$ cat config.mk
export PLATFORM = sky130hd
export DESIGN_NAME = rdma_xmit_mc_flat
export DESIGN_NICKNAME = d
export VERILOG_FILES = /design/src/rtl/rdma_xmit_mc_if.sv /design/src/rtl/rdma_xmit_mc.sv /design/src/flat_wrapper.sv
export SDC_FILE = /design/constraint.sdc
export NUM_CORES = 1
export LEC_CHECK = 0
export BUFFER_PORTS_ARGS = -buffer_cell sky130_fd_sc_hd__buf_2
export CORE_AREA = 4 4 752 754
export CTS_CLUSTER_DIAMETER = 100
export CTS_CLUSTER_SIZE = 40
export DETAILED_ROUTE_END_ITERATION = 6
export DIE_AREA = 0 0 756 758
export HOLD_SLACK_MARGIN = 0.12
export PLACE_DENSITY_LB_ADDON = 0.12
export SYNTH_ARGS = -nofsm -noshare
export SYNTH_HDL_FRONTEND = slang
export SYNTH_SLANG_ARGS = --single-unit
$ cat constraint.sdc
create_clock -name clk -period 3.9 [get_ports clk]
set_clock_uncertainty 0.1 [all_clocks]
set_input_delay 0.39 -clock clk [delete_from_list [all_inputs] [get_ports clk]]
set_output_delay 0.39 -clock clk [all_outputs]
set_load 0.01 [all_outputs]
$ cat src/rtl/rdma_xmit_mc_if.sv
// AXI4 slave (AW/W/B/AR/R) plus AXIS data and RDMA header streams for rdma_xmit_mc.
// slave modport is the bridge side; master modport is the AXI master / stream sink side.
interface rdma_xmit_mc_if #(
    parameter int AXI_DATA_WIDTH = 512,
    parameter int AXI_ADDR_WIDTH = 64,
    parameter int ID_WIDTH       = 4,
    parameter int RDMA_HDR_LEN   = AXI_ADDR_WIDTH + 8 + ID_WIDTH
);
    logic [AXI_ADDR_WIDTH-1:0]   S_AXI_AWADDR;
    logic [ID_WIDTH-1:0]         S_AXI_AWID;
    logic [7:0]                  S_AXI_AWLEN;
    logic [2:0]                  S_AXI_AWSIZE;
    logic [1:0]                  S_AXI_AWBURST;
    logic                        S_AXI_AWLOCK;
    logic [3:0]                  S_AXI_AWCACHE;
    logic [3:0]                  S_AXI_AWQOS;
    logic [2:0]                  S_AXI_AWPROT;
    logic                        S_AXI_AWVALID;
    logic                        S_AXI_AWREADY;

    logic [AXI_DATA_WIDTH-1:0]   S_AXI_WDATA;
    logic [AXI_DATA_WIDTH/8-1:0] S_AXI_WSTRB;
    logic                        S_AXI_WLAST;
    logic                        S_AXI_WVALID;
    logic                        S_AXI_WREADY;

    logic [ID_WIDTH-1:0]         S_AXI_BID;
    logic [1:0]                  S_AXI_BRESP;
    logic                        S_AXI_BVALID;
    logic                        S_AXI_BREADY;

    logic [AXI_ADDR_WIDTH-1:0]   S_AXI_ARADDR;
    logic [ID_WIDTH-1:0]         S_AXI_ARID;
    logic [7:0]                  S_AXI_ARLEN;
    logic [2:0]                  S_AXI_ARSIZE;
    logic [1:0]                  S_AXI_ARBURST;
    logic                        S_AXI_ARLOCK;
    logic [3:0]                  S_AXI_ARCACHE;
    logic [3:0]                  S_AXI_ARQOS;
    logic [2:0]                  S_AXI_ARPROT;
    logic                        S_AXI_ARVALID;
    logic                        S_AXI_ARREADY;

    logic [AXI_DATA_WIDTH-1:0]   S_AXI_RDATA;
    logic [ID_WIDTH-1:0]         S_AXI_RID;
    logic [1:0]                  S_AXI_RRESP;
    logic                        S_AXI_RLAST;
    logic                        S_AXI_RVALID;
    logic                        S_AXI_RREADY;

    logic [AXI_DATA_WIDTH-1:0]   AXIS_DATA_TDATA;
    logic [AXI_DATA_WIDTH/8-1:0] AXIS_DATA_TKEEP;
    logic                        AXIS_DATA_TLAST;
    logic                        AXIS_DATA_TVALID;
    logic                        AXIS_DATA_TREADY;

    logic [RDMA_HDR_LEN-1:0]     AXIS_RDMA_TDATA;
    logic                        AXIS_RDMA_TVALID;
    logic                        AXIS_RDMA_TREADY;

    modport slave (
        input  S_AXI_AWADDR, S_AXI_AWID, S_AXI_AWLEN, S_AXI_AWSIZE, S_AXI_AWBURST,
               S_AXI_AWLOCK, S_AXI_AWCACHE, S_AXI_AWQOS, S_AXI_AWPROT, S_AXI_AWVALID,
        output S_AXI_AWREADY,
        input  S_AXI_WDATA, S_AXI_WSTRB, S_AXI_WLAST, S_AXI_WVALID,
        output S_AXI_WREADY,
        output S_AXI_BID, S_AXI_BRESP, S_AXI_BVALID,
        input  S_AXI_BREADY,
        input  S_AXI_ARADDR, S_AXI_ARID, S_AXI_ARLEN, S_AXI_ARSIZE, S_AXI_ARBURST,
               S_AXI_ARLOCK, S_AXI_ARCACHE, S_AXI_ARQOS, S_AXI_ARPROT, S_AXI_ARVALID,
        output S_AXI_ARREADY,
        output S_AXI_RDATA, S_AXI_RID, S_AXI_RRESP, S_AXI_RLAST, S_AXI_RVALID,
        input  S_AXI_RREADY,
        output AXIS_DATA_TDATA, AXIS_DATA_TKEEP, AXIS_DATA_TLAST, AXIS_DATA_TVALID,
        input  AXIS_DATA_TREADY,
        output AXIS_RDMA_TDATA, AXIS_RDMA_TVALID,
        input  AXIS_RDMA_TREADY
    );

    modport master (
        output S_AXI_AWADDR, S_AXI_AWID, S_AXI_AWLEN, S_AXI_AWSIZE, S_AXI_AWBURST,
               S_AXI_AWLOCK, S_AXI_AWCACHE, S_AXI_AWQOS, S_AXI_AWPROT, S_AXI_AWVALID,
        input  S_AXI_AWREADY,
        output S_AXI_WDATA, S_AXI_WSTRB, S_AXI_WLAST, S_AXI_WVALID,
        input  S_AXI_WREADY,
        input  S_AXI_BID, S_AXI_BRESP, S_AXI_BVALID,
        output S_AXI_BREADY,
        output S_AXI_ARADDR, S_AXI_ARID, S_AXI_ARLEN, S_AXI_ARSIZE, S_AXI_ARBURST,
               S_AXI_ARLOCK, S_AXI_ARCACHE, S_AXI_ARQOS, S_AXI_ARPROT, S_AXI_ARVALID,
        input  S_AXI_ARREADY,
        input  S_AXI_RDATA, S_AXI_RID, S_AXI_RRESP, S_AXI_RLAST, S_AXI_RVALID,
        output S_AXI_RREADY,
        input  AXIS_DATA_TDATA, AXIS_DATA_TKEEP, AXIS_DATA_TLAST, AXIS_DATA_TVALID,
        output AXIS_DATA_TREADY,
        input  AXIS_RDMA_TDATA, AXIS_RDMA_TVALID,
        output AXIS_RDMA_TREADY
    );
endinterface

$ cat src/rtl/rdma_xmit_mc.sv
// AXI4 write-to-RDMA bridge: AW -> header stream, W -> data stream, B from a burst table; reads answer SLVERR.
// Latency: AW and W pass through combinationally; B valid the cycle after WLAST; R valid the cycle after AR.
// Backpressure: AWREADY follows header TREADY (blocked when table full), WREADY follows data TREADY.
module rdma_xmit_mc #(
    parameter int AXI_DATA_WIDTH  = 512,
    parameter int AXI_ADDR_WIDTH  = 64,
    parameter int ID_WIDTH        = 4,
    parameter int MAX_OUTSTANDING = 8,
    parameter int RDMA_HDR_LEN    = AXI_ADDR_WIDTH + 8 + ID_WIDTH
) (
    input  logic           clk,
    input  logic           resetn,
    rdma_xmit_mc_if.slave  bus
);
    localparam int IW = $clog2(MAX_OUTSTANDING);
    localparam int PW = IW + 1;

    localparam logic [1:0] RESP_OKAY   = 2'b00;
    localparam logic [1:0] RESP_SLVERR = 2'b10;

    // ------------------------------------------------------------------
    // Write path: burst table with AW / W / B pointers
    // ------------------------------------------------------------------
    logic [ID_WIDTH-1:0] id_tab  [MAX_OUTSTANDING];
    logic [7:0]          len_tab [MAX_OUTSTANDING];
    logic                err_tab [MAX_OUTSTANDING];

    logic [PW-1:0] aw_ptr, w_ptr, b_ptr;
    logic [PW-1:0] outstanding;
    logic [IW-1:0] aw_idx, w_idx, b_idx;
    logic [7:0]    beat_cnt;
    logic          full, w_pending;
    logic          aw_hs, w_hs, b_hs;

    assign aw_idx      = aw_ptr[IW-1:0];
    assign w_idx       = w_ptr[IW-1:0];
    assign b_idx       = b_ptr[IW-1:0];
    assign outstanding = aw_ptr - b_ptr;
    assign full        = (outstanding == PW'(MAX_OUTSTANDING));
    // Registered pointers only: a burst's data cannot move in the cycle its AW is accepted.
    assign w_pending   = (w_ptr != aw_ptr);

    assign bus.AXIS_RDMA_TDATA  = RDMA_HDR_LEN'({bus.S_AXI_AWID, bus.S_AXI_AWLEN, bus.S_AXI_AWADDR});
    assign bus.AXIS_RDMA_TVALID = resetn & bus.S_AXI_AWVALID & ~full;
    assign bus.S_AXI_AWREADY    = resetn & bus.AXIS_RDMA_TREADY & ~full;

    assign bus.AXIS_DATA_TDATA  = bus.S_AXI_WDATA;
    assign bus.AXIS_DATA_TKEEP  = bus.S_AXI_WSTRB;
    assign bus.AXIS_DATA_TLAST  = bus.S_AXI_WLAST;
    assign bus.AXIS_DATA_TVALID = resetn & bus.S_AXI_WVALID & w_pending;
    assign bus.S_AXI_WREADY     = resetn & bus.AXIS_DATA_TREADY & w_pending;

    assign bus.S_AXI_BVALID = resetn & (b_ptr != w_ptr);
    assign bus.S_AXI_BID    = id_tab[b_idx];
    assign bus.S_AXI_BRESP  = err_tab[b_idx] ? RESP_SLVERR : RESP_OKAY;

    assign aw_hs = bus.S_AXI_AWVALID & bus.S_AXI_AWREADY;
    assign w_hs  = bus.S_AXI_WVALID  & bus.S_AXI_WREADY;
    assign b_hs  = bus.S_AXI_BVALID  & bus.S_AXI_BREADY;

    always_ff @(posedge clk) begin
        if (!resetn) begin
            aw_ptr   <= '0;
            w_ptr    <= '0;
            b_ptr    <= '0;
            beat_cnt <= '0;
        end else begin
            if (aw_hs) begin
                aw_ptr <= aw_ptr + PW'(1);
            end
            if (w_hs) begin
                if (bus.S_AXI_WLAST) begin
                    beat_cnt <= '0;
                    w_ptr    <= w_ptr + PW'(1);
                end else begin
                    beat_cnt <= beat_cnt + 8'd1;
                end
            end
            if (b_hs) begin
                b_ptr <= b_ptr + PW'(1);
            end
        end
    end

    // aw_idx and w_idx never alias while both write: equal indices imply empty or full.
    always_ff @(posedge clk) begin
        if (aw_hs) begin
            id_tab[aw_idx]  <= bus.S_AXI_AWID;
            len_tab[aw_idx] <= bus.S_AXI_AWLEN;
            err_tab[aw_idx] <= 1'b0;
        end
        if (w_hs && bus.S_AXI_WLAST) begin
            err_tab[w_idx] <= (beat_cnt != len_tab[w_idx]);
        end
    end

    // ------------------------------------------------------------------
    // Read path: every read burst is answered with zero data and SLVERR
    // ------------------------------------------------------------------
    typedef enum logic {R_IDLE, R_RESP} rstate_t;

    rstate_t             rstate;
    logic                arready_q, rvalid_q, rlast_q;
    logic [7:0]          rcnt, rlen_q;
    logic [ID_WIDTH-1:0] rid_q;

    always_ff @(posedge clk) begin
        if (!resetn) begin
            rstate    <= R_IDLE;
            arready_q <= 1'b1;
            rvalid_q  <= 1'b0;
            rlast_q   <= 1'b0;
            rcnt      <= '0;
            rlen_q    <= '0;
            rid_q     <= '0;
        end else begin
            case (rstate)
                R_IDLE: begin
                    if (bus.S_AXI_ARVALID) begin
                        rid_q     <= bus.S_AXI_ARID;
                        rlen_q    <= bus.S_AXI_ARLEN;
                        rcnt      <= '0;
                        rlast_q   <= (bus.S_AXI_ARLEN == 8'd0);
                        arready_q <= 1'b0;
                        rvalid_q  <= 1'b1;
                        rstate    <= R_RESP;
                    end
                end
                R_RESP: begin
                    if (bus.S_AXI_RREADY) begin
                        rcnt <= rcnt + 8'd1;
                        if (rlast_q) begin
                            arready_q <= 1'b1;
                            rvalid_q  <= 1'b0;
                            rlast_q   <= 1'b0;
                            rstate    <= R_IDLE;
                        end else begin
                            rlast_q <= ((rcnt + 8'd1) == rlen_q);
                        end
                    end
                end
                default: begin
                    rstate    <= R_IDLE;
                    arready_q <= 1'b1;
                    rvalid_q  <= 1'b0;
                end
            endcase
        end
    end

    assign bus.S_AXI_ARREADY = resetn & arready_q;
    assign bus.S_AXI_RVALID  = resetn & rvalid_q;
    assign bus.S_AXI_RLAST   = rlast_q;
    assign bus.S_AXI_RID     = rid_q;
    assign bus.S_AXI_RDATA   = '0;
    assign bus.S_AXI_RRESP   = RESP_SLVERR;

    // AXI attributes the bridge does not interpret.
    logic unused_attr;
    assign unused_attr = ^{bus.S_AXI_AWSIZE, bus.S_AXI_AWBURST, bus.S_AXI_AWLOCK, bus.S_AXI_AWCACHE,
                           bus.S_AXI_AWQOS, bus.S_AXI_AWPROT, bus.S_AXI_ARADDR, bus.S_AXI_ARSIZE,
                           bus.S_AXI_ARBURST, bus.S_AXI_ARLOCK, bus.S_AXI_ARCACHE, bus.S_AXI_ARQOS,
                           bus.S_AXI_ARPROT};
endmodule

$ cat src/flat_wrapper.sv
// flat-port wrapper written by rule: the top's interface ports become plain ports
module rdma_xmit_mc_flat 
#(
    parameter int AXI_DATA_WIDTH  = 512,
    parameter int AXI_ADDR_WIDTH  = 64,
    parameter int ID_WIDTH        = 4,
    parameter int MAX_OUTSTANDING = 8,
    parameter int RDMA_HDR_LEN    = AXI_ADDR_WIDTH + 8 + ID_WIDTH
)
  (clk, resetn, bus_S_AXI_AWADDR, bus_S_AXI_AWID, bus_S_AXI_AWLEN, bus_S_AXI_AWSIZE, bus_S_AXI_AWBURST, bus_S_AXI_AWLOCK, bus_S_AXI_AWCACHE, bus_S_AXI_AWQOS, bus_S_AXI_AWPROT, bus_S_AXI_AWVALID, bus_S_AXI_AWREADY, bus_S_AXI_WDATA, bus_S_AXI_WSTRB, bus_S_AXI_WLAST, bus_S_AXI_WVALID, bus_S_AXI_WREADY, bus_S_AXI_BID, bus_S_AXI_BRESP, bus_S_AXI_BVALID, bus_S_AXI_BREADY, bus_S_AXI_ARADDR, bus_S_AXI_ARID, bus_S_AXI_ARLEN, bus_S_AXI_ARSIZE, bus_S_AXI_ARBURST, bus_S_AXI_ARLOCK, bus_S_AXI_ARCACHE, bus_S_AXI_ARQOS, bus_S_AXI_ARPROT, bus_S_AXI_ARVALID, bus_S_AXI_ARREADY, bus_S_AXI_RDATA, bus_S_AXI_RID, bus_S_AXI_RRESP, bus_S_AXI_RLAST, bus_S_AXI_RVALID, bus_S_AXI_RREADY, bus_AXIS_DATA_TDATA, bus_AXIS_DATA_TKEEP, bus_AXIS_DATA_TLAST, bus_AXIS_DATA_TVALID, bus_AXIS_DATA_TREADY, bus_AXIS_RDMA_TDATA, bus_AXIS_RDMA_TVALID, bus_AXIS_RDMA_TREADY);
  rdma_xmit_mc_if #(.AXI_DATA_WIDTH(AXI_DATA_WIDTH), .AXI_ADDR_WIDTH(AXI_ADDR_WIDTH), .ID_WIDTH(ID_WIDTH), .RDMA_HDR_LEN(RDMA_HDR_LEN)) bus_i ();
  input  logic clk;
  input  logic resetn;
  input wire logic [$bits(bus_i.S_AXI_AWADDR)-1:0] bus_S_AXI_AWADDR;
  input wire logic [$bits(bus_i.S_AXI_AWID)-1:0] bus_S_AXI_AWID;
  input wire logic [$bits(bus_i.S_AXI_AWLEN)-1:0] bus_S_AXI_AWLEN;
  input wire logic [$bits(bus_i.S_AXI_AWSIZE)-1:0] bus_S_AXI_AWSIZE;
  input wire logic [$bits(bus_i.S_AXI_AWBURST)-1:0] bus_S_AXI_AWBURST;
  input wire logic [$bits(bus_i.S_AXI_AWLOCK)-1:0] bus_S_AXI_AWLOCK;
  input wire logic [$bits(bus_i.S_AXI_AWCACHE)-1:0] bus_S_AXI_AWCACHE;
  input wire logic [$bits(bus_i.S_AXI_AWQOS)-1:0] bus_S_AXI_AWQOS;
  input wire logic [$bits(bus_i.S_AXI_AWPROT)-1:0] bus_S_AXI_AWPROT;
  input wire logic [$bits(bus_i.S_AXI_AWVALID)-1:0] bus_S_AXI_AWVALID;
  output wire logic [$bits(bus_i.S_AXI_AWREADY)-1:0] bus_S_AXI_AWREADY;
  input wire logic [$bits(bus_i.S_AXI_WDATA)-1:0] bus_S_AXI_WDATA;
  input wire logic [$bits(bus_i.S_AXI_WSTRB)-1:0] bus_S_AXI_WSTRB;
  input wire logic [$bits(bus_i.S_AXI_WLAST)-1:0] bus_S_AXI_WLAST;
  input wire logic [$bits(bus_i.S_AXI_WVALID)-1:0] bus_S_AXI_WVALID;
  output wire logic [$bits(bus_i.S_AXI_WREADY)-1:0] bus_S_AXI_WREADY;
  output wire logic [$bits(bus_i.S_AXI_BID)-1:0] bus_S_AXI_BID;
  output wire logic [$bits(bus_i.S_AXI_BRESP)-1:0] bus_S_AXI_BRESP;
  output wire logic [$bits(bus_i.S_AXI_BVALID)-1:0] bus_S_AXI_BVALID;
  input wire logic [$bits(bus_i.S_AXI_BREADY)-1:0] bus_S_AXI_BREADY;
  input wire logic [$bits(bus_i.S_AXI_ARADDR)-1:0] bus_S_AXI_ARADDR;
  input wire logic [$bits(bus_i.S_AXI_ARID)-1:0] bus_S_AXI_ARID;
  input wire logic [$bits(bus_i.S_AXI_ARLEN)-1:0] bus_S_AXI_ARLEN;
  input wire logic [$bits(bus_i.S_AXI_ARSIZE)-1:0] bus_S_AXI_ARSIZE;
  input wire logic [$bits(bus_i.S_AXI_ARBURST)-1:0] bus_S_AXI_ARBURST;
  input wire logic [$bits(bus_i.S_AXI_ARLOCK)-1:0] bus_S_AXI_ARLOCK;
  input wire logic [$bits(bus_i.S_AXI_ARCACHE)-1:0] bus_S_AXI_ARCACHE;
  input wire logic [$bits(bus_i.S_AXI_ARQOS)-1:0] bus_S_AXI_ARQOS;
  input wire logic [$bits(bus_i.S_AXI_ARPROT)-1:0] bus_S_AXI_ARPROT;
  input wire logic [$bits(bus_i.S_AXI_ARVALID)-1:0] bus_S_AXI_ARVALID;
  output wire logic [$bits(bus_i.S_AXI_ARREADY)-1:0] bus_S_AXI_ARREADY;
  output wire logic [$bits(bus_i.S_AXI_RDATA)-1:0] bus_S_AXI_RDATA;
  output wire logic [$bits(bus_i.S_AXI_RID)-1:0] bus_S_AXI_RID;
  output wire logic [$bits(bus_i.S_AXI_RRESP)-1:0] bus_S_AXI_RRESP;
  output wire logic [$bits(bus_i.S_AXI_RLAST)-1:0] bus_S_AXI_RLAST;
  output wire logic [$bits(bus_i.S_AXI_RVALID)-1:0] bus_S_AXI_RVALID;
  input wire logic [$bits(bus_i.S_AXI_RREADY)-1:0] bus_S_AXI_RREADY;
  output wire logic [$bits(bus_i.AXIS_DATA_TDATA)-1:0] bus_AXIS_DATA_TDATA;
  output wire logic [$bits(bus_i.AXIS_DATA_TKEEP)-1:0] bus_AXIS_DATA_TKEEP;
  output wire logic [$bits(bus_i.AXIS_DATA_TLAST)-1:0] bus_AXIS_DATA_TLAST;
  output wire logic [$bits(bus_i.AXIS_DATA_TVALID)-1:0] bus_AXIS_DATA_TVALID;
  input wire logic [$bits(bus_i.AXIS_DATA_TREADY)-1:0] bus_AXIS_DATA_TREADY;
  output wire logic [$bits(bus_i.AXIS_RDMA_TDATA)-1:0] bus_AXIS_RDMA_TDATA;
  output wire logic [$bits(bus_i.AXIS_RDMA_TVALID)-1:0] bus_AXIS_RDMA_TVALID;
  input wire logic [$bits(bus_i.AXIS_RDMA_TREADY)-1:0] bus_AXIS_RDMA_TREADY;
  assign bus_i.S_AXI_AWADDR = bus_S_AXI_AWADDR;
  assign bus_i.S_AXI_AWID = bus_S_AXI_AWID;
  assign bus_i.S_AXI_AWLEN = bus_S_AXI_AWLEN;
  assign bus_i.S_AXI_AWSIZE = bus_S_AXI_AWSIZE;
  assign bus_i.S_AXI_AWBURST = bus_S_AXI_AWBURST;
  assign bus_i.S_AXI_AWLOCK = bus_S_AXI_AWLOCK;
  assign bus_i.S_AXI_AWCACHE = bus_S_AXI_AWCACHE;
  assign bus_i.S_AXI_AWQOS = bus_S_AXI_AWQOS;
  assign bus_i.S_AXI_AWPROT = bus_S_AXI_AWPROT;
  assign bus_i.S_AXI_AWVALID = bus_S_AXI_AWVALID;
  assign bus_S_AXI_AWREADY = bus_i.S_AXI_AWREADY;
  assign bus_i.S_AXI_WDATA = bus_S_AXI_WDATA;
  assign bus_i.S_AXI_WSTRB = bus_S_AXI_WSTRB;
  assign bus_i.S_AXI_WLAST = bus_S_AXI_WLAST;
  assign bus_i.S_AXI_WVALID = bus_S_AXI_WVALID;
  assign bus_S_AXI_WREADY = bus_i.S_AXI_WREADY;
  assign bus_S_AXI_BID = bus_i.S_AXI_BID;
  assign bus_S_AXI_BRESP = bus_i.S_AXI_BRESP;
  assign bus_S_AXI_BVALID = bus_i.S_AXI_BVALID;
  assign bus_i.S_AXI_BREADY = bus_S_AXI_BREADY;
  assign bus_i.S_AXI_ARADDR = bus_S_AXI_ARADDR;
  assign bus_i.S_AXI_ARID = bus_S_AXI_ARID;
  assign bus_i.S_AXI_ARLEN = bus_S_AXI_ARLEN;
  assign bus_i.S_AXI_ARSIZE = bus_S_AXI_ARSIZE;
  assign bus_i.S_AXI_ARBURST = bus_S_AXI_ARBURST;
  assign bus_i.S_AXI_ARLOCK = bus_S_AXI_ARLOCK;
  assign bus_i.S_AXI_ARCACHE = bus_S_AXI_ARCACHE;
  assign bus_i.S_AXI_ARQOS = bus_S_AXI_ARQOS;
  assign bus_i.S_AXI_ARPROT = bus_S_AXI_ARPROT;
  assign bus_i.S_AXI_ARVALID = bus_S_AXI_ARVALID;
  assign bus_S_AXI_ARREADY = bus_i.S_AXI_ARREADY;
  assign bus_S_AXI_RDATA = bus_i.S_AXI_RDATA;
  assign bus_S_AXI_RID = bus_i.S_AXI_RID;
  assign bus_S_AXI_RRESP = bus_i.S_AXI_RRESP;
  assign bus_S_AXI_RLAST = bus_i.S_AXI_RLAST;
  assign bus_S_AXI_RVALID = bus_i.S_AXI_RVALID;
  assign bus_i.S_AXI_RREADY = bus_S_AXI_RREADY;
  assign bus_AXIS_DATA_TDATA = bus_i.AXIS_DATA_TDATA;
  assign bus_AXIS_DATA_TKEEP = bus_i.AXIS_DATA_TKEEP;
  assign bus_AXIS_DATA_TLAST = bus_i.AXIS_DATA_TLAST;
  assign bus_AXIS_DATA_TVALID = bus_i.AXIS_DATA_TVALID;
  assign bus_i.AXIS_DATA_TREADY = bus_AXIS_DATA_TREADY;
  assign bus_AXIS_RDMA_TDATA = bus_i.AXIS_RDMA_TDATA;
  assign bus_AXIS_RDMA_TVALID = bus_i.AXIS_RDMA_TVALID;
  assign bus_i.AXIS_RDMA_TREADY = bus_AXIS_RDMA_TREADY;
  rdma_xmit_mc #(.AXI_DATA_WIDTH(AXI_DATA_WIDTH), .AXI_ADDR_WIDTH(AXI_ADDR_WIDTH), .ID_WIDTH(ID_WIDTH), .MAX_OUTSTANDING(MAX_OUTSTANDING), .RDMA_HDR_LEN(RDMA_HDR_LEN)) u_core (.clk(clk), .resetn(resetn), .bus(bus_i));
endmodule
==> results.json, run 1 <==
{
  "switching_share_pct": 34.48,
  "cts-root-buf": "clkbuf_16",
  "yosysTopAreaCellShare_pct": 57.18,
  "avgSynthCellArea_um2": 9.220,
  "clkTransAtPathRegs_ns": 0.09,
  "clockBufferDepth": 2,
  "area.growth.synth_to_final_pct": 24.11,
  "max_slew_margin_pct": 39.41,
  "nets": 1890,
  "numCtsBuffers": 17,
  "utilization_pct": 3.409,
  "io_pins": 1957,
  "cts_max_level": 4,
  "yosysSeqAreaShare_pct": 26.85,
  "layout_commonest_cell": "conb_1",
  "die_w_um": 756,
  "tightest_slew_ns": 0.9005,
  "layout_common_cells": "conb_1 (515), edfxtp_1 (104), buf_2 (63)",
  "setup_viol": 0,
  "drc_errors": 0,
  "antenna_found_initial": 13,
  "dp_cells": 8559,
  "drv_slew": 0,
  "clock_latency_ns": 0.49,
  "fin_crit_ns": 3.494,
  "drive_above_1_share_pct": 14.51,
  "vias": 7255,
  "crit_type": "reg2out",
  "dp_hpwl_mm": 221.7,
  "hold_depth": 1,
  "rr_worst_depth": 9,
  "grt_usage_pct": 7.855,
  "synth_ff_type": "edfxtp_1",
  "dr.first_iter.drc_count": 310,
  "cp.arrival_ns": 3.00,
  "crit_fanout": 4,
  "p_leak_uw": 0.004537,
  "finalPower_uw": 4120,
  "crit_required_ns": 3.41,
  "tns_ns": 0,
  "syn_inst": 1666,
  "instances_no_fill": 8609,
  "grt_pass1_wl_mm": 251.2,
  "gp_congestion": 0.6531,
  "p_sw_uw": 1421,
  "cts_sinks": 154,
  "hold_viol": 0,
  "seqPwrFrac_pct": 43.0,
  "grt_max_degree": 33,
  "start_util_pct": 2.747,
  "hold_path.class": "in2reg",
  "wirelength_mm": 236.1,
  "overflow": 0,
  "die-area_um2": 573000,
  "ant_nets": 0,
  "cts_tree": "done",
  "rsz0062_at_grt": "false",
  "io_buffers": 63,
  "pwr_density_cell_nw_per_um2": 216.1,
  "ctsResizeCount": 0,
  "ir_drop_mv": 0.3263,
  "endpoint_kind": "output port",
  "post_cts_buffers": 0,
  "cap_violations": 0,
  "power.clock.fraction_pct": 45.7,
  "ys_types": 48,
  "dr.pass1.iters": 4,
  "synth_area_leaders": "buf_4 (57%), edfxtp_1 (20%), dfxtp_1 (6.5%)",
  "finalCritPeriodShare_pct": 89.60,
  "outcome": "completed",
  "synth_seq_cells": 154,
  "die_y_um": 758,
  "pre_cts_slack_ns": 0.5589,
  "num_rows": 275,
  "synth_largest_area_cell": "buf_4",
  "first_global_vias": 6807,
  "fmax_ghz": 0.2862,
  "start_kind": "flip-flop",
  "yosysWarnings": 0,
  "wl_per_cell_um": 27.43,
  "intPower_uw": 2700,
  "async_flop_share_pct": 0,
  "routed_via_density": 0.8427,
  "core_area_um2": 559100,
  "p_comb_share_pct": 11.3,
  "layout_setup_ws_ns": 0.4055,
  "synth_edf_count": 104,
  "synth_area_um2": 15360
}
critical path, stage by stage (launching register included):
cell and delay [ns]:
dfxtp_1 0.41, inv_1 0.09, ha_1 0.32, nor2b_1 0.14, o21ai_0 0.18, or4b_2 0.67, and3_1 0.33, and2_1 0.23
buf_2 0.14
worst paths after layout:
| check | start | slack [ns] | endpoint |
|---|---|---|---|
| min reg2reg | u_core.bus.S_AXI_RID[1] | 0.37 | u_core.bus.S_AXI_RID[1] |
| max | u_core.b_ptr[1] | 0.41 | bus_S_AXI_AWREADY |
| min | bus_S_AXI_AWLEN[6] | 0.18 | u_core.len_tab[7][6] |
| max reg2reg | u_core.b_ptr[1] | 0.81 | u_core.id_tab[1][2] |
cell usage after synthesis (all sizes together), types with 12 or more instances:
master	n
buf	1179
edfxtp	104
dfxtp	50
nand2	45
nor2	40
a21oi	24
xor2	24
mux4	19
mux2i	18
xnor2	18
mux2	12
nand3	12
nor3	12
metal layers:
metal  wire [um]  track usage [%]  vias up
met5          26                0        -
met4       19940            5.758        4
met3      104700            16.39      361
met2       92840            10.83     1470
met1       18590            1.747     2844
li1            -                -     2576
logic make-up after synthesis:
family / Yosys count / synth area share [%]
buffers and inverters: 1196 / 57.87
AND/OR/NAND/NOR: 156 / 4.977
flip-flops: 154 / 26.85
AO/OA/AOI/OAI: 59 / 2.371
multiplexers: 49 / 4.839
XOR/XNOR: 42 / 2.395
adder cells (fa/ha/maj): 8 / 0.6517
other: 2 / 0.04889
power groups by stage:
stage / sequential [uW] / combinational (uW) / clock [uW]
5_1_grt: 1780 / 523 / 2100
4_1_cts: 1770 / 465 / 2070
3_3_place_gp: 1810 / 452 / 0
3_5_place_dp: 1810 / 449 / 0
6_report: 1770 / 467 / 1880
2_1_floorplan: 1800 / 1360 / 0
timing repair:
item,4_1_cts,5_1_grt
hold buffers,11,0
endpoints found under the hold margin,18,0
setup endpoints to repair,0,0
registers in the layout (all words and copies together) (netlist names), named ones only:
name,flops
u_core.b_ptr,4
u_core.arready_q,1
u_core.beat_cnt,8
u_core.rlen_q,8
u_core.bus.S_AXI_RID,4
u_core.w_ptr,4
u_core.aw_ptr,4
u_core.bus.S_AXI_RLAST,1
u_core.len_tab,64
u_core.rvalid_q,1
u_core.rstate,1
u_core.rcnt,8
u_core.id_tab,32
u_core.err_tab,8
stage by stage:
stage               area, um^2  hold WS [ns]
floorplan                17290        0.3478
global placement         18330        0.3553
detailed placement       18330        0.3577
CTS                      19050        0.1472
global route             19050        0.1710
finish                   19060        0.1825
final cells by class:
class | count | area (um^2)
Antenna cell | 7 | 17.52
Tap cell | 7479 | 9358
Inverter | 7 | 26.28
Sequential cell | 154 | 4125
Fill cell | 66600 | 540100
Clock buffer | 17 | 425.4
Clock inverter | 15 | 180.2
Timing Repair Buffer | 101 | 640.6
Multi-Input combinational cell | 829 | 4290
Note: power is estimated with default switching activity, not from simulation.
==> inputs of run 2 (changes only) <==
- CAP_MARGIN: not set -> 0
- CORE_AREA: 4 4 752 754 -> 2 2 773 775
- DIE_AREA: 0 0 756 758 -> 0 0 775 777
==> run 2 against run 1 <==
  * Die area up 5.1%
  * Power up 4.3%
  * Register-to-register slack about the same
  * Hold slack better by 0.0017 ns
  * Critical path type unchanged
  * Largest cell class unchanged
==> results.json, run 2 (synthesis results as in run 1) <==
{
  "min_to": "u_core.id_tab[1][0]",
  "nets": 1897,
  "routed_via_density": 0.8151,
  "layout_commonest_cell": "conb_1",
  "r2r-end": "u_core.len_tab[1][7]",
  "wl_per_cell_um": 26.94,
  "power.clock.fraction_pct": 47.7,
  "io_pins": 1957,
  "antenna_found_initial": 12,
  "layout_setup_ws_ns": 0.3413,
  "hold_viol": 0,
  "hold_path.class": "in2reg",
  "overflow": 0,
  "slowest_delay_ns": 0.71,
  "pre_cts_slack_ns": 0.7355,
  "tns_ns": 0,
  "post_cts_buffers": 0,
  "crit_required_ns": 3.41,
  "cap_violations": 0,
  "cpMaxStageDelayCell": "or4b_2",
  "clockBufferDepth": 3,
  "hp-start": "bus_S_AXI_AWID[0]",
  "ir_drop_mv": 0.1561,
  "p_sw_uw": 1300,
  "num_rows": 283,
  "setup_viol": 0,
  "numCtsBuffers": 25,
  "dr.pass1.iters": 4,
  "io_buffers": 63,
  "path_buf_inv": 2,
  "cp.arrival_ns": 3.07,
  "drc_errors": 0,
  "fin_crit_ns": 3.559,
  "layout_common_cells": "conb_1 (515), edfxtp_1 (104), buf_2 (63)",
  "clock_latency_ns": 0.54,
  "drive_above_1_share_pct": 13.89,
  "intPower_uw": 2997,
  "crit_family": "simple AND/OR/NAND/NOR gates",
  "switching_share_pct": 30.24,
  "hold_depth": 1,
  "finalCritPeriodShare_pct": 91.25,
  "crit_type": "reg2out",
  "p_leak_uw": 0.004569,
  "die_w_um": 775,
  "endpoint_kind": "output port",
  "clkTransAtPathRegs_ns": 0.09,
  "grt_pass1_wl_mm": 259.4,
  "cts_sinks": 154,
  "crit_fanout": 8,
  "rsz0062_at_grt": "false",
  "fmax_ghz": 0.2810,
  "area.growth.synth_to_final_pct": 27.46,
  "cts_tree": "done",
  "seqPwrFrac_pct": 41.4,
  "crit_chain": "inv_1 > ha_1 > nor2b_1 > xnor2_1 > or4b_2 > and3_1 > and2_1 > buf_2",
  "start_util_pct": 2.590,
  "cts-root-buf": "clkbuf_16",
  "top_register": "u_core.len_tab",
  "rr_worst_depth": 9,
  "reg2reg_from": "u_core.aw_ptr[0]",
  "largest_reg_flops": 64,
  "die_y_um": 777,
  "grt_usage_pct": 7.699,
  "die-area_um2": 602200,
  "p_comb_share_pct": 10.9,
  "core_area_um2": 593100,
  "regToRegSetupSlack_ns": 0.81,
  "utilization_pct": 3.301,
  "dr.first_iter.drc_count": 265,
  "grt_max_degree": 33,
  "vias": 7307,
  "gp_congestion": 0.6412,
  "start_kind": "flip-flop",
  "drv_slew": 0,
  "ant_nets": 0,
  "max_slew_margin_pct": 20.46,
  "wirelength_mm": 241.5,
  "tightest_slew_ns": 1.191,
  "cts_max_level": 4,
  "first_global_vias": 7116,
  "dp_hpwl_mm": 227.6,
  "outcome": "completed",
  "reg_top3": "u_core.len_tab x64, u_core.id_tab x32",
  "pwr_density_cell_nw_per_um2": 219.5
}
run 2: worst max path at each step:
stage | depth (start not counted) | endpoint | from | slack, ns
global placement | 8 | bus_S_AXI_AWREADY | u_core.aw_ptr[0] | 0.70
global route | 8 | bus_S_AXI_AWREADY | u_core.aw_ptr[0] | 0.1
detailed placement | 8 | bus_S_AXI_AWREADY | u_core.aw_ptr[0] | 0.74
finish | 8 | bus_S_AXI_AWREADY | u_core.aw_ptr[0] | 0.34
CTS | 8 | bus_S_AXI_AWREADY | u_core.aw_ptr[0] | 0.12
floorplan | 9 | u_core.id_tab[0][0] | u_core.b_ptr[1] | 0.76
run 2: metal layers:
layer	share of wire (%)	track usage, %	wire [um]
met2	40	10.78	95800
met3	45	16.24	108300
met4	7.8	5.077	18920
met1	7.6	1.661	18280
met5	0.052	0.1185	126
run 2: power groups by stage:
| stage | clock, uW | sequential (uW) | combinational [uW] |
|---|---|---|---|
| 2_1_floorplan | 0 | 1800 | 1360 |
| 3_3_place_gp | 0 | 1820 | 458 |
| 3_5_place_dp | 0 | 1820 | 453 |
| 4_1_cts | 2210 | 1780 | 468 |
| 5_1_grt | 2260 | 1780 | 523 |
| 6_report | 2050 | 1780 | 466 |
run 2: cell type report:
| type | count | area, um^2 |
|---|---|---|
| fill | 70590 | 573500 |
| sequential | 154 | 4124 |
| clock inverter | 5 | 26.28 |
| multi-input combinational | 829 | 4298 |
| inverter | 7 | 26.28 |
| clock buffer | 28 | 646.9 |
| timing repair buffer | 100 | 640.6 |
| tap | 7837 | 9806 |
| antenna | 4 | 10.01 |
run 2: worst reg2reg max path, stage by stage (launching register included):
cell     delay [ns]
dfxtp_1        0.54
inv_1          0.15
ha_1           0.22
nor2b_1        0.14
xnor2_1        0.13
or4b_2         0.71
nand3_1        0.21
or2_2          0.29
nor2_1         0.08
buf_4          0.23
run 2: metrics by stage:
stage,area [um^2],power (uW),instances,hold WS (ns)
floorplan,17290,3169,2179,0.3478
global placement,18750,2276,8913,0.3634
detailed placement,18750,2271,8913,0.3582
CTS,19570,4463,8960,0.1373
global route,19570,4565,8961,0.1547
finish,19580,4297,8964,0.1842
run 2: repair_timing:
| item | in CTS | in global routing |
|---|---|---|
| hold buffers | 14 | 0 |
| resized for setup | 0 | 0 |
| endpoints found under the hold margin | 21 | 0 |
